`config.mk`:
```
export PLATFORM = sky130hd
export DESIGN_NAME = rv32i_cpu_core
export DESIGN_NICKNAME = d
export VERILOG_FILES = /design/src/rtl/rv32i_pkg.sv /design/src/rtl/rv32i_regfile.sv /design/src/rtl/rv32i_cpu_core.sv
export SDC_FILE = /design/constraint.sdc
export NUM_CORES = 2
export LEC_CHECK = 0
export CORE_ASPECT_RATIO = 1.75
export CORE_UTILIZATION = 60
export DETAILED_ROUTE_END_ITERATION = 6
export GPL_TIMING_DRIVEN = 0
export PLACE_DENSITY_LB_ADDON = 0.25
export SLEW_MARGIN = 20
export SYNTH_ARGS = -nofsm -noshare
export SYNTH_HDL_FRONTEND = slang
export SYNTH_HIERARCHICAL = 1
export SYNTH_SLANG_ARGS = --single-unit
```
`constraint.sdc`:
```
create_clock -name clk -period 48.2 [get_ports clk]
set_clock_uncertainty 0.1 [all_clocks]
set_input_delay 14.46 -clock clk [delete_from_list [all_inputs] [get_ports clk]]
set_output_delay 14.46 -clock clk [all_outputs]
set_load 0.05 [all_outputs]
```
`src/rtl/rv32i_pkg.sv`:
```
// rtl/rv32i_pkg.sv - opcode/funct constants, ALU ops and FSM states for the RV32I core
package rv32i_pkg;

   localparam logic [6:0] OP_LUI    = 7'b0110111;
   localparam logic [6:0] OP_JAL    = 7'b1101111;
   localparam logic [6:0] OP_JALR   = 7'b1100111;
   localparam logic [6:0] OP_BRANCH = 7'b1100011;
   localparam logic [6:0] OP_LOAD   = 7'b0000011;
   localparam logic [6:0] OP_STORE  = 7'b0100011;
   localparam logic [6:0] OP_IMM    = 7'b0010011;
   localparam logic [6:0] OP_REG    = 7'b0110011;

   localparam logic [2:0] F3_ADD  = 3'b000;
   localparam logic [2:0] F3_SLL  = 3'b001;
   localparam logic [2:0] F3_SLT  = 3'b010;
   localparam logic [2:0] F3_SLTU = 3'b011;
   localparam logic [2:0] F3_XOR  = 3'b100;
   localparam logic [2:0] F3_SR   = 3'b101;
   localparam logic [2:0] F3_OR   = 3'b110;
   localparam logic [2:0] F3_AND  = 3'b111;
   localparam logic [2:0] F3_W    = 3'b010;

   localparam logic [2:0] F3_BEQ  = 3'b000;
   localparam logic [2:0] F3_BNE  = 3'b001;
   localparam logic [2:0] F3_BLT  = 3'b100;
   localparam logic [2:0] F3_BGE  = 3'b101;
   localparam logic [2:0] F3_BLTU = 3'b110;
   localparam logic [2:0] F3_BGEU = 3'b111;

   localparam logic [6:0] F7_BASE = 7'b0000000;
   localparam logic [6:0] F7_ALT  = 7'b0100000;

   typedef enum logic [3:0] {
      ALU_ADD, ALU_SUB, ALU_AND, ALU_OR, ALU_XOR,
      ALU_SLL, ALU_SRL, ALU_SRA, ALU_SLT, ALU_SLTU, ALU_PASS_B
   } alu_op_t;

   typedef logic [2:0] state_t;
   localparam state_t S_FETCH  = 3'd0;
   localparam state_t S_DECODE = 3'd1;
   localparam state_t S_EXEC   = 3'd2;
   localparam state_t S_MEM_RD = 3'd3;
   localparam state_t S_MEM_WR = 3'd4;
   localparam state_t S_WB     = 3'd5;

   // alt selects SUB/SRA over ADD/SRL
   function automatic alu_op_t alu_select(input logic [2:0] f3, input logic alt);
      case (f3)
         F3_ADD:  return alt ? ALU_SUB : ALU_ADD;
         F3_SLL:  return ALU_SLL;
         F3_SLT:  return ALU_SLT;
         F3_SLTU: return ALU_SLTU;
         F3_XOR:  return ALU_XOR;
         F3_SR:   return alt ? ALU_SRA : ALU_SRL;
         F3_OR:   return ALU_OR;
         default: return ALU_AND;
      endcase
   endfunction

endpackage

```
`src/rtl/rv32i_regfile.sv`:
```
// rtl/rv32i_regfile.sv - 32x32 register file, two async read ports, one sync write port, x0 reads 0
module rv32i_regfile (
   input  logic        clk,
   input  logic        rst,
   input  logic [4:0]  ra1,
   input  logic [4:0]  ra2,
   input  logic [4:0]  wa,
   input  logic        we,
   input  logic [31:0] wd,
   output logic [31:0] rd1,
   output logic [31:0] rd2
);

   logic [31:0] regs [1:31];

   always_ff @(posedge clk or posedge rst) begin
      if (rst) begin
         for (int i = 1; i < 32; i++) regs[i] <= '0;
      end else if (we && wa != 5'd0) begin
         regs[wa] <= wd;
      end
   end

   assign rd1 = (ra1 == 5'd0) ? 32'd0 : regs[ra1];
   assign rd2 = (ra2 == 5'd0) ? 32'd0 : regs[ra2];

endmodule

```
`src/rtl/rv32i_cpu_core.sv`:
```
// rtl/rv32i_cpu_core.sv - multi-cycle RV32I core on one shared bus
// Defining RV32I_BRANCH_EN adds BEQ/BNE/BLT/BGE/BLTU/BGEU, JAL and JALR.
module rv32i_cpu_core #(
   parameter logic [31:0] RESET_PC = 32'h0
) (
   input  logic        clk,
   input  logic        rst,
   input  logic [31:0] data_in_BUS,
   input  logic        bus_full,
   output logic [31:0] data_out_BUS,
   output logic [31:0] address_out,
   output logic [31:0] result,
   output logic [31:0] imm_32,
   output logic [31:0] reg1,
   output logic [31:0] reg2,
   output logic [4:0]  rs1,
   output logic [4:0]  rs2,
   output logic [4:0]  rd,
   output logic        memToReg_flipflop,
   output logic [31:0] data_cpu_o,
   output logic [31:0] read_address,
   output logic        instr_wait,
   output logic [31:0] reg_write,
   output logic        reg_write_en
);
   import rv32i_pkg::*;

   state_t      state;
   logic [31:0] pc, ir, result_q, load_q, next_pc_q;
   logic        mem_to_reg_q;

   logic [6:0]  opcode, funct7;
   logic [2:0]  funct3;
   logic [31:0] imm, imm_i, imm_s, imm_u, operand_b, alu_out, pc_plus4, next_pc;
   alu_op_t     alu_op;
   logic        use_imm, writes_rd, mem_rd, mem_wr, link_sel;

   assign opcode = ir[6:0];
   assign funct3 = ir[14:12];
   assign funct7 = ir[31:25];
   assign rs1    = ir[19:15];
   assign rs2    = ir[24:20];
   assign rd     = ir[11:7];
   assign imm_i  = {{20{ir[31]}}, ir[31:20]};
   assign imm_s  = {{20{ir[31]}}, ir[31:25], ir[11:7]};
   assign imm_u  = {ir[31:12], 12'd0};

`ifdef RV32I_BRANCH_EN
   logic [31:0] imm_b, imm_j;
   logic        is_jal, is_jalr, is_branch, branch_taken;
   assign imm_b = {{19{ir[31]}}, ir[31], ir[7], ir[30:25], ir[11:8], 1'b0};
   assign imm_j = {{11{ir[31]}}, ir[31], ir[19:12], ir[20], ir[30:21], 1'b0};
`endif

   // Anything not decoded here falls through as a NOP that still passes WB to advance the PC
   always_comb begin
      imm       = '0;
      alu_op    = ALU_ADD;
      use_imm   = 1'b1;
      writes_rd = 1'b0;
      mem_rd    = 1'b0;
      mem_wr    = 1'b0;
`ifdef RV32I_BRANCH_EN
      is_jal    = 1'b0;
      is_jalr   = 1'b0;
      is_branch = 1'b0;
`endif
      case (opcode)
         OP_REG: begin
            use_imm   = 1'b0;
            alu_op    = alu_select(funct3, funct7[5]);
            writes_rd = (funct7 == F7_BASE) ||
                        (funct7 == F7_ALT && (funct3 == F3_ADD || funct3 == F3_SR));
         end
         OP_IMM: begin
            imm    = imm_i;
            alu_op = alu_select(funct3, funct3 == F3_SR && funct7[5]);
            if (funct3 == F3_SLL)     writes_rd = (funct7 == F7_BASE);
            else if (funct3 == F3_SR) writes_rd = (funct7 == F7_BASE) || (funct7 == F7_ALT);
            else                      writes_rd = 1'b1;
         end
         OP_LOAD: begin
            imm       = imm_i;
            mem_rd    = (funct3 == F3_W);
            writes_rd = (funct3 == F3_W);
         end
         OP_STORE: begin
            imm    = imm_s;
            mem_wr = (funct3 == F3_W);
         end
         OP_LUI: begin
            imm       = imm_u;
            alu_op    = ALU_PASS_B;
            writes_rd = 1'b1;
         end
`ifdef RV32I_BRANCH_EN
         OP_JAL: begin
            imm       = imm_j;
            is_jal    = 1'b1;
            writes_rd = 1'b1;
         end
         OP_JALR: begin
            imm       = imm_i;
            is_jalr   = (funct3 == 3'b000);
            writes_rd = (funct3 == 3'b000);
         end
         OP_BRANCH: begin
            imm       = imm_b;
            is_branch = 1'b1;
         end
`endif
         default: ;
      endcase
   end

   assign operand_b = use_imm ? imm : reg2;

   always_comb begin
      case (alu_op)
         ALU_ADD:    alu_out = reg1 + operand_b;
         ALU_SUB:    alu_out = reg1 - operand_b;
         ALU_AND:    alu_out = reg1 & operand_b;
         ALU_OR:     alu_out = reg1 | operand_b;
         ALU_XOR:    alu_out = reg1 ^ operand_b;
         ALU_SLL:    alu_out = reg1 << operand_b[4:0];
         ALU_SRL:    alu_out = reg1 >> operand_b[4:0];
         ALU_SRA:    alu_out = $unsigned($signed(reg1) >>> operand_b[4:0]);
         ALU_SLT:    alu_out = {31'd0, $signed(reg1) < $signed(operand_b)};
         ALU_SLTU:   alu_out = {31'd0, reg1 < operand_b};
         ALU_PASS_B: alu_out = operand_b;
         default:    alu_out = '0;
      endcase
   end

   assign pc_plus4 = pc + 32'd4;

`ifdef RV32I_BRANCH_EN
   always_comb begin
      case (funct3)
         F3_BEQ:  branch_taken = (reg1 == reg2);
         F3_BNE:  branch_taken = (reg1 != reg2);
         F3_BLT:  branch_taken = ($signed(reg1) < $signed(reg2));
         F3_BGE:  branch_taken = ($signed(reg1) >= $signed(reg2));
         F3_BLTU: branch_taken = (reg1 < reg2);
         F3_BGEU: branch_taken = (reg1 >= reg2);
         default: branch_taken = 1'b0;
      endcase
   end
   assign next_pc  = (is_jal || (is_branch && branch_taken)) ? pc + imm :
                     is_jalr ? ((reg1 + imm) & ~32'd1) : pc_plus4;
   assign link_sel = is_jal | is_jalr;
`else
   assign next_pc  = pc_plus4;
   assign link_sel = 1'b0;
`endif

   always_ff @(posedge clk or posedge rst) begin
      if (rst) begin
         state        <= S_FETCH;
         pc           <= RESET_PC;
         ir           <= '0;
         result_q     <= '0;
         load_q       <= '0;
         next_pc_q    <= RESET_PC;
         mem_to_reg_q <= 1'b0;
      end else begin
         case (state)
            S_FETCH: if (bus_full) begin
               ir    <= data_in_BUS;
               state <= S_DECODE;
            end
            S_DECODE: begin
               mem_to_reg_q <= mem_rd;
               state        <= S_EXEC;
            end
            S_EXEC: begin
               result_q  <= link_sel ? pc_plus4 : alu_out;
               next_pc_q <= next_pc;
               state     <= mem_rd ? S_MEM_RD : (mem_wr ? S_MEM_WR : S_WB);
            end
            S_MEM_RD: if (bus_full) begin
               load_q <= data_in_BUS;
               state  <= S_WB;
            end
            S_MEM_WR: begin
               pc    <= next_pc_q;
               state <= S_FETCH;
            end
            S_WB: begin
               pc    <= next_pc_q;
               state <= S_FETCH;
            end
            default: state <= S_FETCH;
         endcase
      end
   end

   rv32i_regfile u_regfile (
      .clk (clk),
      .rst (rst),
      .ra1 (rs1),
      .ra2 (rs2),
      .wa  (rd),
      .we  (reg_write_en),
      .wd  (reg_write),
      .rd1 (reg1),
      .rd2 (reg2)
   );

   assign imm_32            = imm;
   assign result            = result_q;
   assign memToReg_flipflop = mem_to_reg_q;
   assign read_address      = reg1 + imm;
   assign data_cpu_o        = reg2;
   assign instr_wait        = (state == S_FETCH);
   assign address_out       = (state == S_MEM_RD || state == S_MEM_WR) ? read_address : pc;
   assign data_out_BUS      = (state == S_MEM_WR) ? reg2 : 32'd0;
   assign reg_write         = mem_to_reg_q ? load_q : result_q;
   assign reg_write_en      = (state == S_WB) && writes_rd && (rd != 5'd0);

endmodule

```
==> metrics.txt, run 1 <==
Synth async-reset ratio=100%; # IOs=approximately 340; Synth Flop Type=dfrtp_1; Mapped Nets=between 6k and 7k; TritonCTS Buffers=around 100; post-synthesis simple-gate area fraction=between 8 and 9%; vias in the first global route=82.3k; Post-DP HPWL=around 320 mm; Rows=between 150 and 200; Die Ht=around 460 um; GP Congestion=1.24; Die Width=between 200 and 300 um; Netlist cell types=111; Root Driver=clkbuf_16; Syn Inst Count=6400; CTS Hold Bufs=0; cts repair resizes=0; Overflow after GRT=~4.5k; Err=[ERROR GRT-0116] Global routing finished with congestion. Check the congestion regions in the DRC Viewer.; mux share of post-synthesis cell area=33.6%; post-synthesis sequential area ratio=39.4%; largest net degree at the start of global routing=110; Sink Count=approximately 1.2k; Starting Density=slightly above 60%; status=stopped before the end; largest family of logic cells by synthesized area=multiplexers; Synth Area in XOR/XNOR=0.943%; synthesized flop and latch total=about 1.2k; pre-CTS setup slack=24.70 ns; first-pass GRT wire length=~750 mm; Netlist Area Pre-Place=between 0.07 and 0.08 mm2; Avg Cell Area, Syn=between 10 and 15 um2; adder-cell area share of the yosys netlist=under 10%; GRT Overall Usage=between 80% and 90%; Post-CTS Setup Bufs=0; Last stage=5_1_grt; H-Tree Depth=3; yosys warns=6; clk buf depth=3; Compound-Gate Fraction of Synth Area=between 10% and 20%; number of synthesized flops with an enable pin=0; # port buffers=340
## stage by stage
| stage | utilization [%] | setup TNS [ns] | area (um2) | hold slack (ns) | instances |
|---|---|---|---|---|---|
| after floorplan | - | 0 | 73400 | 0.340 | 6400 |
| after global placement | 65.1 | -4060.33 | 78800 | 0.356 | 8364 |
| after detailed placement | 66.2 | 0 | 80300 | 0.368 | 8433 |
| after CTS | 69.3 | 0 | 84000 | 0.385 | 8624 |
## metal layers
layer / GRT overflow / track usage (%)
met1: 35 / 80.6
met2: 3160 / 106
met3: 39 / 63.7
met4: 1293 / 88.2
met5: 9 / 32.4
## kinds of logic after synthesis
| logic type | count (synthesis) |
|---|---|
| mux | 1801 |
| simple gates | 1252 |
| compound gates | 1213 |
| flops | 1156 |
| buf+inv | 775 |
| fa+ha+maj | 124 |
| xor+xnor | 79 |
## cell usage after synthesis, types with 23 or more instances
cell      number  area (um2)
o21ai_0      222        1110
xor2_1        26         228
nor2_1       243         912
nor4_1        23         144
nand3_1      132         661
o211ai_1      82         616
mux4_2       409        9210
a21oi_1      330        1650
mux2_2      1214       13700
ha_1         122        1530
a221oi_1      82         718
and2_1        54         338
or3_1         25         156
buf_1         84         315
a22oi_1       24         180
and3_1        24         150
xnor2_1       53         464
o31ai_1       26         195
buf_4         74         556
a31oi_1       46         288
nor3_1       102         510
buf_2        157         786
clkbuf_1     303        1140
nor2b_1       55         344
inv_1        130         488
dfrtp_1     1156       28900
a21o_1        56         420
mux2i_1      176        1760
a211oi_1      47         353
o21a_1        37         278
nand2_1      481        1810
==> run 2, diff against run 1 <==
--- a/config.mk
+++ b/config.mk
@@ -5,11 +5,10 @@
 export SDC_FILE = /design/constraint.sdc
 export NUM_CORES = 2
 export LEC_CHECK = 0
-export CORE_ASPECT_RATIO = 1.75
-export CORE_UTILIZATION = 60
+export CORE_UTILIZATION = 40
 export DETAILED_ROUTE_END_ITERATION = 6
 export GPL_TIMING_DRIVEN = 0
-export PLACE_DENSITY_LB_ADDON = 0.25
+export PLACE_DENSITY_LB_ADDON = 0.15
 export SLEW_MARGIN = 20
 export SYNTH_ARGS = -nofsm -noshare
 export SYNTH_HDL_FRONTEND = slang
==> run 2 against run 1 <==
  * Synthesized area did not move
  * The flow now finishes without violations
  * Synthesized cell count unchanged
==> metrics.txt, run 2 <==
crit end category=output pin; Root Driver=clkbuf_16; clk buf depth=3 (unchanged); # nets final=between 7k and 8k; Via density=6.91; first-pass GRT wire length=roughly 580 mm; Mapped Nets=6559 (unchanged); Remaining DRCs=0; vias in the first global route=around 63k; Starting Density=40.4% (-20 points); yosys warns=6 (unchanged); Power, Total=approximately 5800 uW; Max Fclk=approximately 40 MHz; crit-path max FO=11; Rows=156 (-7.7%); Die Ht=430 um (-7.4%); CP required=33.64 ns; routed wire length=439 mm; largest cells by area after synthesis=dfrtp_1 (39%), mux2_2 (19%), mux4_2 (13%), nand2_1 (2.5%), mux2i_1 (2.4%); critical path data arrival time=10.17 ns; initial antenna violation count=between 40 and 50; max reg flops=between 900 and 1k; final instance count without filler cells=~9.5k; Worst slew margin=about 11%; GP Congestion=1.07 (-13%); # IOs=341 (unchanged); post-route clock period utilization=51.3%; critical path type=register to output pin; Netlist cell types=111 (unchanged); TritonCTS Buffers=137 (+34%); cts repair resizes=0 (unchanged); most frequent cell after synthesis=mux2_2; Yosys top cell area share=39.4% (unchanged); maximum vdd ir drop=50.8 uV; Tightest Pin Transition=1.33 ns; synthesized flop and latch total=1156 (unchanged); Post-CTS Setup Bufs=0 (unchanged); Synth async-reset ratio=100% (unchanged); Post-synth top cells=mux2_2 (1214), dfrtp_1 (1156), nand2_1 (481); final core utilization=about 47%; antenna-violating nets left=0; core area=about 0.18 mm2; post-synthesis sequential area ratio=39.4% (unchanged); Min Clock Period, post-route=between 20 and 25 ns; Die Area=0.185 mm2; Avg Cell Area, Syn=11.5 um2 (unchanged); CTS tree=done; H-Tree Depth=4 (+1); Reg clk slew, reported paths=approximately 0.060 ns; Netlist Area Pre-Place=0.0734 mm2 (unchanged); status=completed; CTS Hold Bufs=0 (unchanged); Leak=slightly below 0.04 uW; # port buffers=340 (unchanged); final setup vio count=0; via count=roughly 65k; DP Cell Count=9193 (+9.0%); Worst-Skew Late Latency=approximately 0.84 ns; Startpoint Class=register; hold slack final=around 0.37 ns; Largest Register=u_regfile/regs; Slew Limit Fails=0; Synth Flop Type=dfrtp_1; Area Overhead vs Synth=17.4%; Sink Count=1156 (unchanged); Syn Inst Count=6400 (unchanged); wire per inst=46.4 um; number of synthesized flops with an enable pin=0 (unchanged); Final Hold Viols=0; Max-Cap Viols=0; largest net degree at the start of global routing=100; most frequent cells in the layout=mux2_2 (1214), dfrtp_1 (1151), nand2_1 (481); most common cell after layout, fill and taps aside=mux2_2; DR pass1 iterations=6; GRT Overall Usage=46.8%; top cell type by total area after synthesis=dfrtp_1; Post-DP HPWL=335 mm (+3.4%); RSZ-0062 raised after global routing=false; Die Width=430 um (+62%); min-delay worst type=register to register; share of cells above drive strength 1=about a third; power density over the cells=approximately 67 mW/mm2; Starting DRT DRC Count=slightly below 9k; Overflow after GRT=0
run 2: cell counts after synthesis:
Identical to the previous run, type by type.
run 2: stage by stage:
| stage | area [um2] | worst slack [ns] | setup TNS [ns] |
|---|---|---|---|
| after floorplan | 73400 | 5.73 | 0 |
| after global placement | 79800 | -7.40 | -7041.15 |
| after detailed placement | 81700 | 24.86 | 0 |
| after CTS | 86100 | 23.94 | 0 |
| after global routing | 86100 | 23.45 | 0 |
| final | 86200 | 23.47 | 0 |
run 2: worst max-delay path: stages (launching register included):
cell and delay (ns):
dfrtp_1 0.73, buf_4 0.53, buf_4 0.55, buf_2 0.69, nand2_1 0.75, o22ai_1 0.57, nor4_1 0.21, or3_1 0.99
ha_1 0.59, a21oi_1 0.12, a21oi_1 0.27, o21ai_0 0.27, o31ai_2 0.54, a311oi_1 0.21, o41ai_1 0.64, a221oi_1 0.21
xnor2_1 0.33, mux2_2 0.24, clkdlybuf4s50_1 0.81
run 2: metal layers:
metal	track usage [%]	vias to the layer above	wire length [um]
li1	-	25100	-
met1	53.7	34100	155000
met2	67.9	4640	186000
met3	17.1	1513	49400
met4	42.9	18	48100
met5	1.38	-	352
run 2: kinds of logic after synthesis:
| kind of cell | after synthesis | synth area share [%] |
|---|---|---|
| mux | 1801 | 33.6 |
| xor+xnor | 79 | 0.943 |
| flops | 1156 | 39.4 |
| buf+inv | 775 | 4.79 |
| compound gates | 1213 | 11.0 |
| simple gates | 1252 | 8.03 |
| fa+ha+maj | 124 | 2.13 |
run 2: final timing paths:
| kind | start | to | slack (ns) | depth (start not counted) |
|---|---|---|---|---|
| setup / recovery | ir[17] | address_out[31] | 23.47 | 18 |
| hold / removal | next_pc_q[3] | next_pc_q[3] | 0.37 | 2 |
| setup reg to reg | ir[20] | result[0] | 36.89 | 26 |
| hold reg to reg | next_pc_q[3] | next_pc_q[3] | 0.37 | 2 |
| max in group asynchronous | rst | u_regfile/regs[197] | 31.85 | 5 |
| min in group asynchronous | rst | pc[12] | 14.07 | 2 |
run 2: area by class of cell:
cell class                      count  area, um2
Fill cell                       16900      95300
Multi-Input combinational cell   4469      41400
Clock inverter                     32        377
Tap cell                         2370       2970
Sequential cell                  1156      28900
Timing Repair Buffer              423       4800
Antenna cell                       32       80.1
Inverter                          140        541
Clock buffer                      203       4010
Buffer                            635       3070
run 2: where the power goes:
| group | internal [uW] | switching [uW] | leakage (uW) |
|---|---|---|---|
| clock | 594 | 453 | 0.00215 |
| combinational | 908 | 2650 | 0.0205 |
| sequential | 1020 | 143 | 0.0159 |
No activity file was read; power rests on OpenSTA's default activity.
